`config.mk`:
```
export PLATFORM = sky130hd
export DESIGN_NAME = alu_sequencer
export DESIGN_NICKNAME = d
export VERILOG_FILES = /design/src/rtl/alu_sequencer.sv
export SDC_FILE = /design/constraint.sdc
export NUM_CORES = 1
export LEC_CHECK = 0
export ABC_AREA = 1
export BUFFER_PORTS_ARGS = -buffer_cell sky130_fd_sc_hd__buf_2
export CORE_MARGIN = 2
export CORE_UTILIZATION = 42
export DETAILED_ROUTE_END_ITERATION = 10
export PLACE_DENSITY_LB_ADDON = 0.05
export SYNTH_ARGS = -nofsm -noshare
export SYNTH_HDL_FRONTEND = slang
export SYNTH_SLANG_ARGS = --single-unit
export TNS_END_PERCENT = 10
```
`constraint.sdc`:
```
create_clock -name clk -period 1.81 [get_ports clk]
set_clock_uncertainty 0.15 [all_clocks]
set_input_delay 0.2715 -clock clk [delete_from_list [all_inputs] [get_ports clk]]
set_output_delay 0.2715 -clock clk [all_outputs]
set_load 0.02 [all_outputs]
```
`src/rtl/alu_sequencer.sv`:
```
// Bus-side sequencer for the 8-bit ALU: latches a request, lets the ALU compute, grants it the bus for one cycle, captures the result.
// Optional DIVZERO_TRAP_EN: short-circuits DIV by zero to an all-ones result with div_zero flagged.
module alu_sequencer #(
    parameter int WIDTH = 8
) (
    input  logic             clk,
    input  logic             clr,
    input  logic             start,
    input  logic [1:0]       op,
    input  logic [WIDTH-1:0] operand_a,
    input  logic [WIDTH-1:0] operand_b,
    output logic [WIDTH-1:0] reg_A,
    output logic [WIDTH-1:0] reg_B,
    output logic [1:0]       sel,
    output logic             alu_en,
    inout  wire  [WIDTH-1:0] bus,
    output logic             busy,
    output logic             done,
    output logic [WIDTH-1:0] result,
    output logic             zero,
    output logic             div_zero
);

    typedef enum logic [1:0] {
        IDLE = 2'd0,
        EXEC = 2'd1,
        READ = 2'd2,
        DONE = 2'd3
    } state_t;

    state_t state, state_nxt;
    logic   accept;
    logic   trap;

    // The ALU owns the bus whenever alu_en is high; this side only listens.
    assign bus = {WIDTH{1'bz}};

    // Handshake: start is taken only in IDLE (busy=0); done is a single-cycle
    // pulse and busy covers acceptance+1 through the done cycle.
    always_comb begin
        state_nxt = state;
        accept    = 1'b0;
        trap      = 1'b0;
        alu_en    = 1'b0;
        busy      = 1'b1;
        done      = 1'b0;
        case (state)
            IDLE: begin
                busy = 1'b0;
                if (start) begin
                    accept = 1'b1;
`ifdef DIVZERO_TRAP_EN
                    trap = (op == 2'b11) && (operand_b == '0);
`endif
                    state_nxt = trap ? DONE : EXEC;
                end
            end
            EXEC: state_nxt = READ;
            READ: begin
                alu_en    = 1'b1;
                state_nxt = DONE;
            end
            DONE: begin
                done      = 1'b1;
                state_nxt = IDLE;
            end
            default: state_nxt = IDLE;
        endcase
    end

    always_ff @(posedge clk) begin
        if (clr) begin
            state  <= IDLE;
            reg_A  <= '0;
            reg_B  <= '0;
            sel    <= 2'b00;
            result <= '0;
            zero   <= 1'b1;
        end else begin
            state <= state_nxt;
            // Operand registers feed the ALU every edge, so they only move on acceptance.
            if (accept) begin
                reg_A <= operand_a;
                reg_B <= operand_b;
                sel   <= op;
            end
            if (state == READ) begin
                result <= bus;
                zero   <= (bus == '0);
            end else if (trap) begin
                result <= '1;
                zero   <= 1'b0;
            end
        end
    end

`ifdef DIVZERO_TRAP_EN
    always_ff @(posedge clk) begin
        if (clr) begin
            div_zero <= 1'b0;
        end else if (state == READ) begin
            div_zero <= 1'b0;
        end else if (trap) begin
            div_zero <= 1'b1;
        end
    end
`else
    assign div_zero = 1'b0;
`endif

endmodule

```
-- Yosys cells after proc, flatten, opt, wreduce, memory -nomap -nowiden
Cells that the tools add are included.
W data, S select, Z words.
- reduce and logical (&&, ||, !) cells: 1
- equal/unequal tests: 4
- muxes and demuxes: 7
- operator list (kind ; count):
    $pmux W2 S4 ; 1
    $mux W1 ; 5
    $eq A2 B2 Y1 const B ; 2
    $eq A2 B1 Y1 const B ; 1
    $logic_not A2 Y1 ; 1
    $mux W2 ; 1
    $ne A2 B2 Y1 const B ; 1
- input port bits: 21
- word-level logic and storage cells: 17
- output and inout bits: 39
- flip-flop bits (word level): 21

-- Longest topological paths before layout
Gate-level depths: netlist of the first run.
- depth in word-level cells: 2
- mapped depth: 6
- mapped depth without buffers: 6

-- Worst setup path before layout of the first run
Ideal clock, no wire load.
- kind: reg2reg
- start: register state[1]
- end: register reg_A[2]
- setup time: 0.070 ns
- data arrival time: 1.066 ns
- cell stages (with the launch flop): 7
- period minus slack after synthesis: 1.287 ns
- buffers on the path: 1
- slack: 0.523 ns
- required time: 1.590 ns
- cell sequence: dfxtp_1 -> inv_1 -> ha_1 -> nand2_2 -> buf_6 -> nand2_1 -> a21oi_1
- longest elaborated chain between the ends: 2
- RTL lines (element ; RTL line ; RTL):
    start, declared ; 31 ; state_t state, state_nxt;
    start signal, assigned ; 80 ; state <= state_nxt;
    $logic_not A2 Y1 ; 47 ; case (state)
    $mux W1 ; 47 ;
    end signal, assigned ; 83 ; reg_A <= operand_a;
    end, declared ; 12 ; output logic [WIDTH-1:0] reg_A,
No other way between the ends.
A chain may end at the register's enable or synchronous reset.

-- Final worst setup path of the first run
- start: register state[0]
- end: output busy
- longest elaborated chain between the ends: 2
- RTL lines (element ; RTL line ; RTL):
    $logic_not A2 Y1 ; 47 ;
    $mux W1 ; 47 ;
    end, declared ; 17 ; output logic busy,
No other way between the ends.

==> impl_metrics.json, run 1 <==
{
  "cts-htree-levels": 1,
  "top_usage_layer": "met2",
  "path_class": "reg -> out",
  "via_per_inst": 4.49,
  "ir_drop_uv": 876,
  "initial_utilization_pct": 44.6,
  "setup_viol": 0,
  "grt_util_met3_pct": 2.57,
  "yosysWarnings": 0,
  "path_cells": "inv_1 -> ha_2 -> inv_1 -> buf_2",
  "postRouteAntennaNets": 0,
  "finalCriticalPeriod_ns": 1.67,
  "grt_antenna_before_repair": 0,
  "period_share_pct": 92.2,
  "rsz0062_at_grt": "false",
  "synth-edff-count": 0,
  "synth.top_cell.area_share_pct": 42.2,
  "status": "finished, final reports clean",
  "seqCellArea_um2": 422,
  "dpl.hpwl_mm": 1.51,
  "synth_area_leaders": "dfxtp_1, buf_4, nand3_1",
  "crit_arrival_ns": 1.25,
  "grt_use_met2_pct": 22.1,
  "total_power_mw": 1.52,
  "first_pass_iters": 4,
  "synthCells": 126,
  "cp-end-kind": "primary output",
  "yosysUniqueCellTypes": 13,
  "cts_buffers": 3,
  "timing_hold_violations_final": 0,
  "globalRouteMet1Util_pct": 20.6,
  "gp_congestion": 0.748,
  "fmax_mhz": 599,
  "post_drt_wl_per_cell_um": 10.6,
  "synth_top_cell_by_area": "dfxtp_1",
  "grt_max_degree": 20,
  "powerDensity_nw_per_um2": 1280,
  "drtIter0Drc": 13,
  "crit_buf_inv": 3,
  "synthArstFlopShare_pct": 0,
  "clkLatencyLatePin_ns": 0.29,
  "io_buffer_count": 49,
  "grt_overflow": 0,
  "numClockSinks": 21,
  "routed-via-count": 872,
  "leakagePower_nw": 0.625,
  "synth_seq_cells": 21,
  "wirelength_mm": 2.06,
  "path_max_fanout": 6,
  "crit_path_top_delay_cell": "dfxtp_1",
  "drc": 0,
  "cts_root_buf": "clkbuf_4",
  "cts_hold_buf": 0,
  "tns_ns": 0,
  "io-pin-count": 60,
  "first_global_vias": 715,
  "maxCapViolCount": 0,
  "path_clk_slew_ns": 0.12,
  "required_ns": 1.39,
  "row_count": 17,
  "netlist_area_um2": 996,
  "grt_first_pass_wirelength_mm": 3.08,
  "die_h_um": 52.7,
  "syn_area_per_cell_um2": 7.90,
  "cp_slowest_stage_delay_ns": 0.33,
  "coreArea_um2": 2230,
  "critical-path-top-delay-family": "buffers and inverters",
  "layout-drive-gt1-share_pct": 34.9,
  "start_kind": "flop",
  "synthFlopType": "dfxtp_1",
  "dieArea_um2": 2780,
  "cts.path.max_buffers": 2,
  "die_w_um": 52.7,
  "min_path_type": "in -> reg",
  "multi_input_area_um2": 404,
  "antenna_cells": 0,
  "nNetsFinal": 193,
  "slew_viol_final": 0,
  "area_growth_pct": 18.6,
  "yosysSeqAreaShare_pct": 42.2,
  "fillers": 226,
  "cts_tree": "built",
  "grt_usage_pct": 14.8,
  "crit_top_cell": "inv_1"
}
## worst paths after layout
| kind | startpoint | end | slack, ns | cells past startpoint |
|---|---|---|---|---|
| setup reg to reg | state[0]$_SDFFE_PP0P_ | reg_B[1]$_SDFFE_PP0P_ | 0.39 | 5 |
| hold reg to reg | reg_A[3]$_SDFFE_PP0P_ | reg_A[3]$_SDFFE_PP0P_ | 0.32 | 2 |
| setup / recovery | state[0]$_SDFFE_PP0P_ | busy | 0.14 | 4 |
| hold / removal | operand_b[5] | reg_B[5]$_SDFFE_PP0P_ | 0.06 | 3 |
## registers in the layout, summed over array words and instances (netlist names)
name    flops
reg_A       8
reg_B       8
result      1
sel         2
state       2
## kinds of logic after synthesis
logic type	Yosys count	synth area share (%)
AND/OR/NAND/NOR	49	21.2
other	2	0.754
AO/OA/AOI/OAI	18	9.05
buffers and inverters	31	20.5
flip-flops	21	42.2
adder cells (fa/ha/maj)	5	6.28
## through the flow
step           cell area, µm²  std cells  hold WS [ns]  setup slack (ns)  utilization [%]
5_1_grt                  1180        194        0.0607            0.0458             52.9
3_3_place_gp             1150        190         0.294             0.389             51.5
2_1_floorplan            1030        134         0.272             0.523                -
3_5_place_dp             1150        190         0.304             0.319             51.5
4_1_cts                  1180        194        0.0550            0.0538             52.7
6_report                 1180        194        0.0622             0.142             52.9
## what timing repair did
action | CTS | global route
buffers inserted | 0 | 0
resized for setup | 0 | 2
endpoints found under the setup margin | 0 | 1
## worst register-to-register path: stages, from the launching register on
cell     delay, ns
dfxtp_1       0.33
inv_1         0.14
ha_2          0.26
nand2_2       0.23
nand2_1       0.14
a21oi_1       0.06
## Yosys cell counts, types with 2 or more instances
cell type  instances
nand3_1           20
ha_1               5
inv_1              7
dfxtp_1           21
conb_1             2
nand2_1           22
a21oi_1           18
buf_4             21
nor2_1             6
## power by group
part	leakage, nW	internal [mW]	switching, mW	total, mW
combinational	0.438	0.243	0.449	0.691
clock	0.0150	0.0857	0.136	0.222
sequential	0.172	0.554	0.0482	0.602
total	0.625	0.883	0.633	1.52
## layout make-up
class                   instances  area share, %
multi-input cells              82           34.2
clock buffers                   4           2.22
flip-flops and latches         21           35.7
repair buffers                 52           22.7
well taps                      28           2.97
inverters                       7           2.22
## layer usage
metal / share of wire, % / vias up
li1: - / 454
met1: 49 / 376
met2: 43 / 40
met3: 7.4 / 2
met4: 0.78 / 0
met5: 0 / -
## placed cells by master (no fill, tap or decap)
cell type,n
a21oi_1,18
buf_2,49
buf_4,3
clkbuf_1,1
clkbuf_4,3
conb_1,10
dfxtp_1,20
dfxtp_2,1
ha_1,4
ha_2,1
inv_1,7
nand2_1,22
nand2_2,1
nand3_1,20
nor2_1,6
Power figures use the tool's default switching activity.
==> run 2, diff against run 1 <==
--- a/config.mk
+++ b/config.mk
@@ -5,10 +5,9 @@
 export SDC_FILE = /design/constraint.sdc
 export NUM_CORES = 1
 export LEC_CHECK = 0
-export ABC_AREA = 1
 export BUFFER_PORTS_ARGS = -buffer_cell sky130_fd_sc_hd__buf_2
 export CORE_MARGIN = 2
-export CORE_UTILIZATION = 42
+export CORE_UTILIZATION = 41
 export DETAILED_ROUTE_END_ITERATION = 10
 export PLACE_DENSITY_LB_ADDON = 0.05
 export SYNTH_ARGS = -nofsm -noshare
==> run 2 against run 1 <==
Net effect:
- utilization fell by 2.0 points
- synthesized cell count fell by 7.9%
- area after synthesis fell by 3.8%
- flip-flop and latch count did not move
- count of clock-buffer cells in the layout fell by 1
- die area fell by 1.3%
- combinational power fell by 17%
- worst hold slack got worse by 0.020 ns
- sequential power barely moved
- total power fell by 8.0%
- register-to-register slack got worse by 0.10 ns
- routed wire length fell by 9.1%
- critical path type unchanged
- critical endpoint unchanged
- highest routed layer unchanged
==> impl_metrics.json, run 2 <==
{
  "wirelength_mm": 1.87,
  "powerDensity_nw_per_um2": 1240,
  "gp_congestion": 0.749,
  "cts-htree-levels": 1,
  "timing.final.ws_setup_ns": 0.142,
  "r2r_cells": 5,
  "rsz0062_at_grt": "false",
  "dr_wl_met2_um": 848,
  "crit_arrival_ns": 1.25,
  "postRouteAntennaNets": 0,
  "coreArea_um2": 2210,
  "cp_slowest_stage_delay_ns": 0.42,
  "synthCells": 116,
  "drtIter0Drc": 5,
  "fmax_mhz": 600,
  "cts_buffers": 3,
  "ir_drop_uv": 1110,
  "antenna_cells": 0,
  "clkLatencyLatePin_ns": 0.29,
  "synth_common_cells": "nand2_1, dfxtp_1, a21oi_1, buf_4, ha_1",
  "drc": 0,
  "grt_first_pass_wirelength_mm": 2.78,
  "status": "finished, final reports clean",
  "finalCriticalPeriod_ns": 1.67,
  "synth-edff-count": 0,
  "whs_endpoint": "reg_A[6]$_SDFFE_PP0P_",
  "die_h_um": 52.4,
  "grt_max_degree": 22,
  "routed-via-count": 791,
  "layout-drive-gt1-share_pct": 36.1,
  "initial_utilization_pct": 43.3,
  "cts_hold_buf": 0,
  "dpl.hpwl_mm": 1.36,
  "io-pin-count": 60,
  "routed-wl-met3_um": 185,
  "hp-start": "operand_a[6]",
  "tns_ns": 0,
  "row_count": 17,
  "required_ns": 1.39,
  "largestRegisters": "reg_A: 8 flops, reg_B: 8 flops",
  "muxShareOfSynthArea_pct": 1.04,
  "cts_root_buf": "clkbuf_4",
  "timing.rr.start": "state[0]$_SDFFE_PP0P_",
  "r2r_slack_ns": 0.29,
  "final_common_cell": "buf_2",
  "wl_met1_um": 814,
  "synth-adder-area-share_pct": 6.53,
  "grt_usage_pct": 14.0,
  "die_w_um": 52.4,
  "crit_top_cell": "inv_1",
  "yosysUniqueCellTypes": 19,
  "yosysSeqAreaShare_pct": 43.9,
  "synth_most_common_cell": "nand2_1",
  "timing_hold_violations_final": 0,
  "synth-simple-area-share_pct": 18.1,
  "cts.path.max_buffers": 2,
  "synth.top_cell.area_share_pct": 43.9,
  "synthFlopType": "dfxtp_1",
  "slew_viol_final": 0,
  "total_power_mw": 1.39,
  "synth_xor_area_share_pct": 0,
  "synthArstFlopShare_pct": 0,
  "yosysWarnings": 0,
  "via_per_inst": 4.32,
  "cp-end-kind": "primary output",
  "synth_seq_cells": 21,
  "nNetsFinal": 182,
  "netlist_area_um2": 958,
  "postCtsSetupBuffers": 0,
  "leakagePower_nw": 0.598,
  "grt_overflow": 0,
  "path_cells": "inv_1 -> ha_1 -> inv_1 -> buf_2",
  "crit_path_top_delay_cell": "dfxtp_1",
  "grt_antenna_before_repair": 0,
  "synth_top_family_by_area": "buffers and inverters",
  "path_max_fanout": 5,
  "place_ws_ns": 0.0627,
  "path_class": "reg -> out",
  "first_global_vias": 635,
  "cts_resized": 0,
  "post_drt_wl_per_cell_um": 10.2,
  "first_pass_iters": 3,
  "r2r-end": "reg_A[2]$_SDFFE_PP0P_",
  "io_buffer_count": 49,
  "start_kind": "flop",
  "synth_area_leaders": "dfxtp_1, nand2_1, buf_4",
  "period_share_pct": 92.1,
  "synth_top_cell_by_area": "dfxtp_1",
  "dr.max_layer_used": "met4",
  "area_growth_pct": 17.5,
  "min_path_type": "in -> reg",
  "dieArea_um2": 2740,
  "whs_path_depth": 3,
  "path_clk_slew_ns": 0.12,
  "final_cell_mix": "buf_2, nand2_1, dfxtp_1",
  "fillers": 222,
  "numClockSinks": 21,
  "cts_tree": "built",
  "setup_viol": 0,
  "maxCapViolCount": 0,
  "syn_area_per_cell_um2": 8.26,
  "synth-compound-area-share_pct": 10.6
}
[run 2: how the worst max path moves through the flow]
stage,startpoint,end,slack (ns)
after detailed placement,state[0]$_SDFFE_PP0P_,reg_A[2]$_SDFFE_PP0P_,0.06
after CTS,state[0]$_SDFFE_PP0P_,reg_A[2]$_SDFFE_PP0P_,0.04
after global placement,state[0]$_SDFFE_PP0P_,reg_A[2]$_SDFFE_PP0P_,0.15
final,state[1]$_SDFFE_PP0P_,busy,0.14
after global routing,state[0]$_SDFFE_PP0P_,busy,0.05
after floorplan,state[0]$_SDFFE_PP0P_,reg_A[2]$_SDFFE_PP0P_,0.36
[run 2: where the power goes]
| part | internal [mW] | switching (mW) | total, mW |
|---|---|---|---|
| Sequential | 0.550 | 0.0491 | 0.599 |
| Clock | 0.0822 | 0.138 | 0.220 |
| Combinational | 0.192 | 0.383 | 0.576 |
| Total | 0.824 | 0.570 | 1.39 |
[run 2: layer usage]
metal  GRT usage, %  vias up
met1           17.8      342
met5              0        -
met4           7.69        0
met2           21.0       32
li1               -      415
met3           4.00        2
[run 2: cells by family after synthesis]
kind of cell	after synthesis
compound gates	19
fa+ha+maj	5
buf+inv	25
flops	21
mux	1
other cells	2
simple gates	43
[run 2: critical path, delay by kind of cell, from the launching register on]
family | cells | cell delay [ns]
buffers and inverters | 3 | 0.30
adders and majority gates | 1 | 0.23
DFF | 1 | 0.42
[run 2: cell type report]
type / count / area, µm² / area share (%)
flip-flops and latches: 21 / 420 / 37.3
multi-input cells: 78 / 387 / 34.3
repair buffers: 49 / 245 / 21.8
well taps: 28 / 35.0 / 3.11
clock buffers: 3 / 22.5 / 2.00
inverters: 3 / 11.3 / 1.00
clock inverters: 1 / 5.00 / 0.444
[run 2: per-stage QoR]
step / instances / hold WS [ns] / utilization (%) / area, µm²
CTS: 183 / 0.0266 / 50.8 / 1120
global route: 183 / 0.0237 / 50.9 / 1130
global placement: 179 / 0.289 / 49.6 / 1100
finish: 183 / 0.0419 / 50.9 / 1130
floorplan: 124 / 0.197 / - / 988
detailed placement: 179 / 0.295 / 49.6 / 1100
==> run 3, diff against run 2 <==
--- a/config.mk
+++ b/config.mk
@@ -7,8 +7,10 @@
 export LEC_CHECK = 0
 export BUFFER_PORTS_ARGS = -buffer_cell sky130_fd_sc_hd__buf_2
 export CORE_MARGIN = 2
-export CORE_UTILIZATION = 41
+export CORE_UTILIZATION = 43
+export CTS_BUF_LIST = sky130_fd_sc_hd__clkbuf_8
 export DETAILED_ROUTE_END_ITERATION = 10
+export HOLD_SLACK_MARGIN = 0.12
 export PLACE_DENSITY_LB_ADDON = 0.05
 export SYNTH_ARGS = -nofsm -noshare
 export SYNTH_HDL_FRONTEND = slang
==> run 3 against run 2 <==
Net effect:
- setup slack improved by 0.062 ns
- combinational power rose by 4.3%
- critical path depth did not move
- first-iteration DRC count rose by 20%
- critical endpoint unchanged
==> impl_metrics.json, run 3 (synthesis gave the netlist of run 2 again) <==
{
  "routed-via-count": 872,
  "nNetsFinal": 200,
  "drc": 0,
  "setup_viol": 0,
  "cp-end-kind": "primary output",
  "crit_arrival_ns": 1.18,
  "tns_ns": 0,
  "gp_congestion": 0.647,
  "start_kind": "flop",
  "final_common_cell": "buf_2",
  "path_class": "reg -> out",
  "final_cell_mix": "buf_2, nand2_1, dfxtp_1",
  "row_count": 17,
  "drtIter0Drc": 6,
  "dp.cells": 179,
  "timing.rr.start": "state[0]$_SDFFE_PP0P_",
  "crit_path_top_delay_cell": "dfxtp_1",
  "largestRegisters": "reg_A: 8 flops, reg_B: 8 flops",
  "dieArea_um2": 2620,
  "die_h_um": 51.2,
  "antenna_cells": 0,
  "clkLatencyLatePin_ns": 0.25,
  "cts_buffers": 3,
  "required_ns": 1.39,
  "first_global_vias": 744,
  "grt_antenna_before_repair": 0,
  "critical-path-top-delay-family": "flip-flops",
  "rsz0062_at_grt": "false",
  "finalCriticalPeriod_ns": 1.61,
  "fmax_mhz": 623,
  "period_share_pct": 88.7,
  "ir_drop_uv": 732,
  "cp_slowest_stage_delay_ns": 0.40,
  "timing_hold_violations_final": 0,
  "path_max_fanout": 5,
  "numClockSinks": 21,
  "status": "finished, final reports clean",
  "io-pin-count": 60,
  "final_cells": 201,
  "layout-drive-gt1-share_pct": 32.4,
  "via_per_inst": 4.34,
  "slew_viol_final": 0,
  "grt_usage_pct": 15.5,
  "fin_util_pct": 61.7,
  "grt_overflow": 0,
  "min_path_type": "in -> reg",
  "maxCapViolCount": 0,
  "first_pass_iters": 4,
  "initial_utilization_pct": 44.6,
  "io_buffer_count": 49,
  "cts_tree": "built",
  "area_growth_pct": 38.3,
  "post_drt_wl_per_cell_um": 9.67,
  "cts-htree-levels": 1,
  "grt_max_degree": 22,
  "path_clk_slew_ns": 0.07,
  "powerDensity_nw_per_um2": 1130,
  "total_power_mw": 1.50,
  "cts.path.max_buffers": 2,
  "leakagePower_nw": 0.681,
  "die_w_um": 51.2,
  "crit_buf_inv": 3,
  "postRouteAntennaNets": 0,
  "cp-startpoint": "state[1]$_SDFFE_PP0P_",
  "grt_first_pass_wirelength_mm": 3.16,
  "r2r_slack_ns": 0.33,
  "coreArea_um2": 2150,
  "path_cells": "inv_1 -> ha_1 -> inv_1 -> buf_2",
  "wirelength_mm": 1.94,
  "cts_root_buf": "clkbuf_8",
  "dpl.hpwl_mm": 1.28,
  "hp-start": "start",
  "crit_top_cell": "inv_1"
}
## run 3: cell types whose count changed in the layout (fill, tap and decap cells not counted)
cell,previous run,this run
dlygate4sd3_1,0,18
clkbuf_4,3,0
clkbuf_8,0,3
## run 3: cell type report
type | instances | area, µm²
Clock buffer | 3 | 41.3
Timing Repair Buffer | 67 | 425
Multi-Input combinational cell | 78 | 387
Tap cell | 28 | 35.0
Clock inverter | 1 | 5.00
Fill cell | 204 | 823
Sequential cell | 21 | 420
Inverter | 3 | 11.3
## run 3: repair_timing
| item | 4_1_cts | 5_1_grt |
|---|---|---|
| setup endpoints to repair | 0 | 18 |
| hold endpoints to repair | 18 | 0 |
| hold buffers | 18 | 0 |
| buffers inserted | 0 | 0 |
| resized for setup | 0 | 1 |
## run 3: final timing paths
check             cells past startpoint               endpoint
hold / removal                        3  state[0]$_SDFFE_PP0P_
setup / recovery                      4                   busy
setup reg to reg                      5  reg_A[2]$_SDFFE_PP0P_
hold reg to reg                       2    sel[1]$_SDFFE_PP0P_
## run 3: through the flow
stage | setup slack, ns | instance area, µm² | hold slack (ns)
after floorplan | 0.364 | 988 | 0.197
after global placement | 0.161 | 1100 | 0.289
after detailed placement | 0.0989 | 1100 | 0.294
after CTS | 0.0754 | 1320 | 0.249
after global routing | 0.113 | 1330 | 0.265
final | 0.204 | 1330 | 0.252
## run 3: power breakdown
group,switching [mW],internal [mW]
Combinational,0.384,0.217
Clock,0.144,0.153
Sequential,0.0496,0.550
## run 3: routing by layer
metal | global-route usage [%] | routed length (µm)
met3 | 2.05 | 107
met4 | 3.95 | 0
met2 | 26.4 | 963
met5 | 0 | 0
met1 | 20.5 | 873
## run 3: worst min-delay path: stages
cell and delay, ns:
buf_2 0.10, or2b_1 0.15, a211oi_1 0.08
